**src/rtl/fetch_decode_if.sv**
```systemverilog
// Instruction memory read bus between the fetch stage and instruction memory.
// The fetch stage is the master: it issues word-aligned read requests and
// consumes in-order read responses.
interface fetch_decode_if #(
    parameter int ADDR_W = 32
);
    logic              imem_req;
    logic [ADDR_W-1:0] imem_addr;
    logic              imem_rvalid;
    logic [31:0]       imem_rdata;

    modport master (
        output imem_req,
        output imem_addr,
        input  imem_rvalid,
        input  imem_rdata
    );

    modport slave (
        input  imem_req,
        input  imem_addr,
        output imem_rvalid,
        output imem_rdata
    );
endinterface

```
**src/rtl/fetch_decode.sv**
```systemverilog
// Instruction fetch and decode stage. Prefetches up to DEPTH words into an
// in-order buffer, moves the head word into the instruction register on
// load_ir, and presents registered decode fields to the controller.
// load_pc/clear_pc redirect fetch and discard responses already in flight.
module fetch_decode #(
    parameter int                ADDR_W   = 32,
    parameter logic [ADDR_W-1:0] RESET_PC = '0,
    parameter int                DEPTH    = 2
) (
    input  logic              clk,
    input  logic              rst,
    fetch_decode_if.master    imem,
    input  logic              load_ir,
    input  logic              load_pc,
    input  logic              clear_pc,
    input  logic [ADDR_W-1:0] pc_in,
    output logic              ir_valid,
    output logic [ADDR_W-1:0] ir_pc,
    output logic              buf_empty,
    output logic [6:0]        opcode,
    output logic [3:0]        cond,
    output logic [3:0]        rn,
    output logic [3:0]        rd,
    output logic [3:0]        rs,
    output logic [3:0]        rm,
    output logic [11:0]       imm12,
    output logic [4:0]        imm5,
    output logic [1:0]        shift_type
);

    localparam int                PTR_W     = (DEPTH > 1) ? $clog2(DEPTH) : 1;
    localparam int                CNT_W     = $clog2(DEPTH + 1);
    localparam logic [PTR_W-1:0]  LAST_PTR  = PTR_W'(DEPTH - 1);
    localparam logic [CNT_W:0]    DEPTH_OCC = (CNT_W + 1)'(DEPTH);
    localparam logic [31:0]       NOP_WORD  = 32'hE320F000;
    localparam logic [31:0]       HLT_WORD  = 32'hE1000070;
    localparam logic [6:0]        OP_NOP    = 7'b1000000;
    localparam logic [6:0]        OP_HLT    = 7'b1000001;
    localparam logic [6:0]        OP_UNDEF  = 7'b1111111;

    logic [ADDR_W-1:0] fetch_pc_q, fetch_pc_d;
    logic [31:0]       buf_data_q [DEPTH];
    logic [31:0]       buf_data_d [DEPTH];
    logic [ADDR_W-1:0] buf_pc_q   [DEPTH];
    logic [ADDR_W-1:0] buf_pc_d   [DEPTH];
    logic [PTR_W-1:0]  rd_ptr_q, rd_ptr_d;
    logic [PTR_W-1:0]  wr_ptr_q, wr_ptr_d;
    logic [CNT_W-1:0]  count_q, count_d;
    logic [CNT_W-1:0]  outstanding_q, outstanding_d;
    logic [CNT_W-1:0]  drop_q, drop_d;
    logic [31:0]       ir_q, ir_d;
    logic [ADDR_W-1:0] ir_pc_q, ir_pc_d;
    logic              ir_valid_q, ir_valid_d;
    logic [6:0]        opcode_q, opcode_d;

    logic              flush;
    logic [CNT_W:0]    occupancy;
    logic              issue;
    logic              rsp;
    logic              rsp_live;
    logic [ADDR_W-1:0] resp_pc;
    logic [ADDR_W-1:0] target_pc;
    logic              do_pop;
    logic              do_bypass;
    logic              do_push;

    function automatic logic [PTR_W-1:0] next_ptr(input logic [PTR_W-1:0] p);
        return (p == LAST_PTR) ? '0 : p + 1'b1;
    endfunction

    // The specific NOP/HLT encodings are checked first; otherwise only the
    // listed data-processing operations are defined.
    function automatic logic [6:0] decode_op(input logic [31:0] word);
        logic [6:0] op;
        logic       dp;
        logic [2:0] alu;
        logic       uses_rn;
        dp      = 1'b1;
        alu     = 3'b000;
        uses_rn = 1'b1;
        case (word[24:21])
            4'b0100: alu = 3'b000;
            4'b0010: alu = 3'b001;
            4'b1010: alu = 3'b010;
            4'b0000: alu = 3'b011;
            4'b1100: alu = 3'b100;
            4'b0001: alu = 3'b101;
            4'b1101: begin
                alu     = 3'b000;
                uses_rn = 1'b0;
            end
            default: dp = 1'b0;
        endcase
        if (word == NOP_WORD) begin
            op = OP_NOP;
        end else if (word == HLT_WORD) begin
            op = OP_HLT;
        end else if (dp && (word[27:26] == 2'b00)) begin
            op = {1'b0, (!word[25] && word[4]), !word[25], uses_rn, alu};
        end else begin
            op = OP_UNDEF;
        end
        return op;
    endfunction

    // A response only counts while a request is outstanding, so stray data
    // from before a reset cannot corrupt the counters. The oldest live request
    // sits 4*outstanding bytes behind the fetch PC because issue is sequential.
    always_comb begin
        flush     = load_pc || clear_pc;
        occupancy = {1'b0, count_q} + {1'b0, outstanding_q};
        issue     = !rst && !flush && (occupancy < DEPTH_OCC);
        rsp       = imem.imem_rvalid && (outstanding_q != '0);
        rsp_live  = rsp && (drop_q == '0);
        resp_pc   = fetch_pc_q - ADDR_W'({outstanding_q, 2'b00});
        target_pc = pc_in & ~ADDR_W'(3);
        do_pop    = load_ir && !flush && (count_q != '0);
        do_bypass = load_ir && !flush && (count_q == '0) && rsp_live;
        do_push   = rsp_live && !flush && !do_bypass;
    end

    // Next-state for fetch PC, request accounting, prefetch buffer and IR.
    always_comb begin
        fetch_pc_d    = fetch_pc_q;
        buf_data_d    = buf_data_q;
        buf_pc_d      = buf_pc_q;
        rd_ptr_d      = rd_ptr_q;
        wr_ptr_d      = wr_ptr_q;
        count_d       = count_q;
        outstanding_d = outstanding_q;
        drop_d        = drop_q;
        ir_d          = ir_q;
        ir_pc_d       = ir_pc_q;
        ir_valid_d    = ir_valid_q;
        opcode_d      = opcode_q;

        if (issue) begin
            fetch_pc_d = fetch_pc_q + ADDR_W'(4);
        end
        if (issue && !rsp) begin
            outstanding_d = outstanding_q + 1'b1;
        end else if (!issue && rsp) begin
            outstanding_d = outstanding_q - 1'b1;
        end

        if (flush) begin
            fetch_pc_d = clear_pc ? RESET_PC : target_pc;
            rd_ptr_d   = '0;
            wr_ptr_d   = '0;
            count_d    = '0;
            drop_d     = rsp ? (outstanding_q - 1'b1) : outstanding_q;
        end else begin
            if (rsp && (drop_q != '0)) begin
                drop_d = drop_q - 1'b1;
            end
            if (do_pop) begin
                ir_d       = buf_data_q[rd_ptr_q];
                ir_pc_d    = buf_pc_q[rd_ptr_q];
                ir_valid_d = 1'b1;
                opcode_d   = decode_op(buf_data_q[rd_ptr_q]);
                rd_ptr_d   = next_ptr(rd_ptr_q);
            end else if (do_bypass) begin
                ir_d       = imem.imem_rdata;
                ir_pc_d    = resp_pc;
                ir_valid_d = 1'b1;
                opcode_d   = decode_op(imem.imem_rdata);
            end
            if (do_push) begin
                buf_data_d[wr_ptr_q] = imem.imem_rdata;
                buf_pc_d[wr_ptr_q]   = resp_pc;
                wr_ptr_d             = next_ptr(wr_ptr_q);
            end
            if (do_push && !do_pop) begin
                count_d = count_q + 1'b1;
            end else if (!do_push && do_pop) begin
                count_d = count_q - 1'b1;
            end
        end
    end

    // State registers; reset leaves the IR decoding as NOP.
    always_ff @(posedge clk or posedge rst) begin
        if (rst) begin
            fetch_pc_q    <= RESET_PC;
            for (int i = 0; i < DEPTH; i++) begin
                buf_data_q[i] <= '0;
                buf_pc_q[i]   <= '0;
            end
            rd_ptr_q      <= '0;
            wr_ptr_q      <= '0;
            count_q       <= '0;
            outstanding_q <= '0;
            drop_q        <= '0;
            ir_q          <= '0;
            ir_pc_q       <= '0;
            ir_valid_q    <= 1'b0;
            opcode_q      <= OP_NOP;
        end else begin
            fetch_pc_q    <= fetch_pc_d;
            buf_data_q    <= buf_data_d;
            buf_pc_q      <= buf_pc_d;
            rd_ptr_q      <= rd_ptr_d;
            wr_ptr_q      <= wr_ptr_d;
            count_q       <= count_d;
            outstanding_q <= outstanding_d;
            drop_q        <= drop_d;
            ir_q          <= ir_d;
            ir_pc_q       <= ir_pc_d;
            ir_valid_q    <= ir_valid_d;
            opcode_q      <= opcode_d;
        end
    end

    assign imem.imem_req  = issue;
    assign imem.imem_addr = fetch_pc_q;
    assign buf_empty      = (count_q == '0) && !rsp_live;
    assign ir_valid       = ir_valid_q;
    assign ir_pc          = ir_pc_q;
    assign opcode         = opcode_q;
    assign cond           = ir_q[31:28];
    assign rn             = ir_q[19:16];
    assign rd             = ir_q[15:12];
    assign rs             = ir_q[11:8];
    assign rm             = ir_q[3:0];
    assign imm12          = ir_q[11:0];
    assign imm5           = ir_q[11:7];
    assign shift_type     = ir_q[6:5];

endmodule

```
**src/flat_wrapper.sv**
```systemverilog
// flat-port wrapper written by rule: the top's interface ports become plain ports
module fetch_decode_flat 
#(
    parameter int                ADDR_W   = 32,
    parameter logic [ADDR_W-1:0] RESET_PC = '0,
    parameter int                DEPTH    = 2
)
  (clk, rst, load_ir, load_pc, clear_pc, pc_in, ir_valid, ir_pc, buf_empty, opcode, cond, rn, rd, rs, rm, imm12, imm5, shift_type, imem_imem_req, imem_imem_addr, imem_imem_rvalid, imem_imem_rdata);
  fetch_decode_if #(.ADDR_W(ADDR_W)) imem_i ();
  input  logic clk;
  input  logic rst;
  input  logic load_ir;
  input  logic load_pc;
  input  logic clear_pc;
  input  logic [ADDR_W-1:0] pc_in;
  output logic ir_valid;
  output logic [ADDR_W-1:0] ir_pc;
  output logic buf_empty;
  output logic [6:0] opcode;
  output logic [3:0] cond;
  output logic [3:0] rn;
  output logic [3:0] rd;
  output logic [3:0] rs;
  output logic [3:0] rm;
  output logic [11:0] imm12;
  output logic [4:0] imm5;
  output logic [1:0] shift_type;
  output wire logic [$bits(imem_i.imem_req)-1:0] imem_imem_req;
  output wire logic [$bits(imem_i.imem_addr)-1:0] imem_imem_addr;
  input wire logic [$bits(imem_i.imem_rvalid)-1:0] imem_imem_rvalid;
  input wire logic [$bits(imem_i.imem_rdata)-1:0] imem_imem_rdata;
  assign imem_imem_req = imem_i.imem_req;
  assign imem_imem_addr = imem_i.imem_addr;
  assign imem_i.imem_rvalid = imem_imem_rvalid;
  assign imem_i.imem_rdata = imem_imem_rdata;
  fetch_decode #(.ADDR_W(ADDR_W), .RESET_PC(RESET_PC), .DEPTH(DEPTH)) u_core (.clk(clk), .rst(rst), .imem(imem_i), .load_ir(load_ir), .load_pc(load_pc), .clear_pc(clear_pc), .pc_in(pc_in), .ir_valid(ir_valid), .ir_pc(ir_pc), .buf_empty(buf_empty), .opcode(opcode), .cond(cond), .rn(rn), .rd(rd), .rs(rs), .rm(rm), .imm12(imm12), .imm5(imm5), .shift_type(shift_type));
endmodule
```
**config.mk**
```make
export PLATFORM = sky130hd
export DESIGN_NAME = fetch_decode_flat
export DESIGN_NICKNAME = d
export VERILOG_FILES = /design/src/rtl/fetch_decode_if.sv /design/src/rtl/fetch_decode.sv /design/src/flat_wrapper.sv
export SDC_FILE = /design/constraint.sdc
export NUM_CORES = 1
export LEC_CHECK = 0
export CORE_ASPECT_RATIO = 0.75
export CORE_MARGIN = 10
export CORE_UTILIZATION = 45
export CTS_BUF_LIST = sky130_fd_sc_hd__clkbuf_8
export DETAILED_ROUTE_END_ITERATION = 12
export GPL_TIMING_DRIVEN = 1
export PLACE_DENSITY = 0.67
export SLEW_MARGIN = 20
export SYNTH_ARGS = -nofsm -noshare
export SYNTH_HDL_FRONTEND = slang
export SYNTH_SLANG_ARGS = --single-unit
```
**constraint.sdc**
```tcl
create_clock -name clk -period 12.35 [get_ports clk]
set_input_delay 2.47 -clock clk [delete_from_list [all_inputs] [get_ports clk]]
set_output_delay 2.47 -clock clk [all_outputs]
set_load 0.01 [all_outputs]
```
==> results_dict.tcl <==
set metrics [dict create \
    status "complete, no violations" \
    start_kind "input pin" \
    cp_slowest_cell "and3b_1" \
    final-setup-viol-count 0 \
    fmax_mhz 139 \
    rr_startpoint "u_core.rd_ptr_q" \
    coreArea_sq_um 25800 \
    max-clock-path-buffers 3 \
    drt_first_pass_iters 5 \
    maxCapViolCount 0 \
    ys_types 77 \
    grt_pass1_vias 9409 \
    synth-seq-cells 224 \
    multi_input_area_sq_um 5640 \
    period_share_pct 58.3 \
    clkTransAtPathRegs_ns 0.06 \
    cp-end-kind "output pin" \
    vdd_drop_max_uv 84.2 \
    synth_area_sq_um 11800 \
    drtIter0Drc 722 \
    row_count 51 \
    hp-class "flip-flop to flip-flop" \
    antenna_found_initial 0 \
    leakagePower_nw 5.92 \
    cts_setup_buffers 0 \
    placed_cells_incl_taps 1632 \
    layout.cells.non_filler 1698 \
    area_delta_synth_final_pct 21.9 \
    io_pins 183 \
    max_slew.worst_pin.slew_ns 1.09 \
    final_area_sq_um 14400 \
    rsz0062_at_grt "false" \
    cp_cell_sequence "clkdlybuf4s50_1 -> and3b_1 -> nand2_1 -> clkinv_1 -> clkdlybuf4s50_1" \
    fin_skew_ns 0.0319 \
    dieArea_sq_um 33100 \
    r2r_end "u_core.opcode[2]" \
    path_class "input pin to output pin" \
    fin_nets 1407 \
    utilization_pct 55.5 \
    hpwlAfterDp_mm 22.0 \
    diodes 0 \
    via_per_inst 5.67 \
    seq_area_sq_um 5610 \
    place_congestion 0.896 \
    slowest_delay_ns 0.67 \
    clock-sinks 224 \
    fin_setup_tns_ns 0 \
    syn_area_per_cell_sq_um 9.78 \
    grt_max_degree 152 \
    vias 9629 \
    routedWlPerCell_um 19.3 \
    worstSkewPairLatency_ns 0.55 \
    netlist_instances 1204 \
    drtAntennaViolNets 0 \
    grt_pass1_wl_mm 53.4 \
    start_util_pct 45.6 \
    grt_overflow_total 0 \
    numCtsBuffers 38 \
    power_w 0.00261 \
    drc 0 \
    powerDensity_nw_per_um2 182 \
    drv_slew 0 \
    drive_gt1_share_pct 12.9 \
    yosys_warnings 0 \
    die_x_um 207 \
    slew_headroom_pct 27.4 \
    synth_edf_count 0 \
    cp_max_fo 14 \
    path_common_cell "clkdlybuf4s50_1" \
    synth-seq-area-share_pct 47.6 \
    finalHoldViolations 0 \
    grt_use_total_pct 19.7 \
    critPathArrivalTime_ns 4.73 \
    async_reset_ff_share_pct 100 \
    place_area_sq_um 13600 \
    cts_tree "done" \
    min_path_cells 1 \
    num-fill-cells 2316 \
    io_buffer_count 176 \
    routed_wl_mm 32.7 \
    cpLargestDelayFamily "buffers and inverters" \
    htree_levels 2 \
    reg2reg_depth 6 \
    required_ns 9.88 \
    die_y_um 160 \
    dominantRegCellSynth "dfrtp_1" \
    r2r_slack_ns 8.35 \
    worstHoldEndpoint "u_core.ir_valid" \
    worst-path-buf-inv 3 \
    min_from "u_core.ir_valid" \
    postCtsHoldBufs 0 \
    cts_root_buffer "clkbuf_8" \
    min_period_ns 7.20 \
    cts_resized 0 \
]
[report_power, final]
part           total, W  internal [W]  switching, W
combinational  0.000852      0.000447      0.000405
sequential      0.00108      0.000931      0.000145
clock          0.000678      0.000367      0.000311
[state kept, by name, summed over array words and instances, names as in the netlist]
register and flops:
u_core.rd_ptr_q 1, u_core.ir_pc 30, u_core.outstanding_q 2, u_core.buf_data_q 64
u_core.count_q 2, u_core.opcode 7, u_core.ir_valid 1, u_core.drop_q 2
u_core.wr_ptr_q 1, u_core.imem.imem_addr 30, u_core.ir_q 24, u_core.buf_pc_q 60
[cell usage after synthesis (all sizes together), types with 4 or more instances]
cell type / n / share of area (%)
dfrtp: 223 / 47
nand2: 109 / 3.5
nor2: 105 / 3.3
o21ai: 102 / 4.4
a21oi: 98 / 4.2
mux2: 75 / 7.2
clkbuf: 60 / 1.9
mux2i: 46 / 3.9
buf: 44 / 2.4
nand3: 25 / 1.1
nor3: 24 / 1.1
xnor2: 24 / 1.8
a211oi: 23 / 1.5
nor4: 23 / 1.5
nand4: 19 / 1.0
xor2: 18 / 1.3
inv: 15 / 0.48
nor2b: 14 / 0.74
or3: 10 / 0.53
and2: 9 / 0.50
o221ai: 9 / 0.67
a21o: 8 / 0.51
a22o: 8 / 0.60
ha: 7 / 0.74
nor4b: 7 / 0.63
o21a: 7 / 0.45
or4: 6 / 0.48
a32o: 5 / 0.43
a32oi: 5 / 0.37
nand2b: 5 / 0.27
or4b: 5 / 0.43
a31oi: 4 / 0.21
and3: 4 / 0.21
and4: 4 / 0.30
nand3b: 4 / 0.26
nand4b: 4 / 0.30
o31ai: 4 / 0.26
or3b: 4 / 0.30
[cell usage in the layout (no fill, tap or decap), drive strengths merged, types with 10 or more instances in the layout]
master,Yosys,routed
mux2,75,75
nand2,109,109
clkbuf,60,51
nor4,23,23
inv,15,23
xor2,18,18
dfrtp,223,223
nor3,24,24
o21ai,102,102
a211oi,23,23
a21oi,98,98
nor2,105,105
nand4,19,19
mux2i,46,46
nand3,25,25
or3,10,10
clkdlybuf4s50,0,176
nor2b,14,14
xnor2,24,24
[stage by stage]
step / setup slack [ns] / hold slack [ns]
after global placement: 5.22 / 0.450
after CTS: 5.19 / 0.478
after global routing: 5.04 / 0.491
after detailed placement: 5.19 / 0.463
final: 5.15 / 0.471
after floorplan: 3.75 / 0.444
[layer usage]
layer | vias to the layer above | wire (um) | global-route usage [%]
met5 | - | 0 | 0
met4 | 0 | 539 | 4.63
met3 | 46 | 1980 | 4.02
met2 | 239 | 14600 | 29.5
met1 | 4761 | 15500 | 28.6
li1 | 4583 | - | -
[area by class of cell]
cell class                 instances  area share [%]
sequential                       224            39.1
timing repair buffer             185            12.7
multi-input combinational        863            39.3
clock buffer                      51            4.89
tap                              344            3.00
inverter                          16           0.506
clock inverter                    15           0.445
[worst register-to-register path, cell delays in order, from the launching register on]
cell and delay [ns]:
dfrtp_4 0.73, buf_4 0.73, mux2i_1 0.70, nand2_1 0.12, or3_1 0.45, a2111oi_1 0.92
o21ai_0 0.21
[worst max-delay path by stage]
stage | startpoint | end | slack [ns] | cells after the start
2_1_floorplan | rst | u_core.buf_data_q[0] | 3.75 | 1
3_3_place_gp | rst | imem_imem_req | 5.22 | 5
3_5_place_dp | rst | imem_imem_req | 5.19 | 5
4_1_cts | rst | imem_imem_req | 5.19 | 5
5_1_grt | rst | imem_imem_req | 5.04 | 5
6_report | rst | imem_imem_req | 5.15 | 5
[cell families after synthesis]
| logic type | count (synthesis) | share of synthesized area, % |
|---|---|---|
| buffers and inverters | 120 | 4.79 |
| adder cells (fa/ha/maj) | 9 | 1.08 |
| flip-flops | 224 | 47.6 |
| other | 1 | 0.0319 |
| XOR/XNOR | 42 | 3.12 |
| AND/OR/NAND/NOR | 389 | 16.9 |
| AO/OA/AOI/OAI | 298 | 15.3 |
| multiplexers | 121 | 11.1 |
Power figures use the tool's default switching activity.
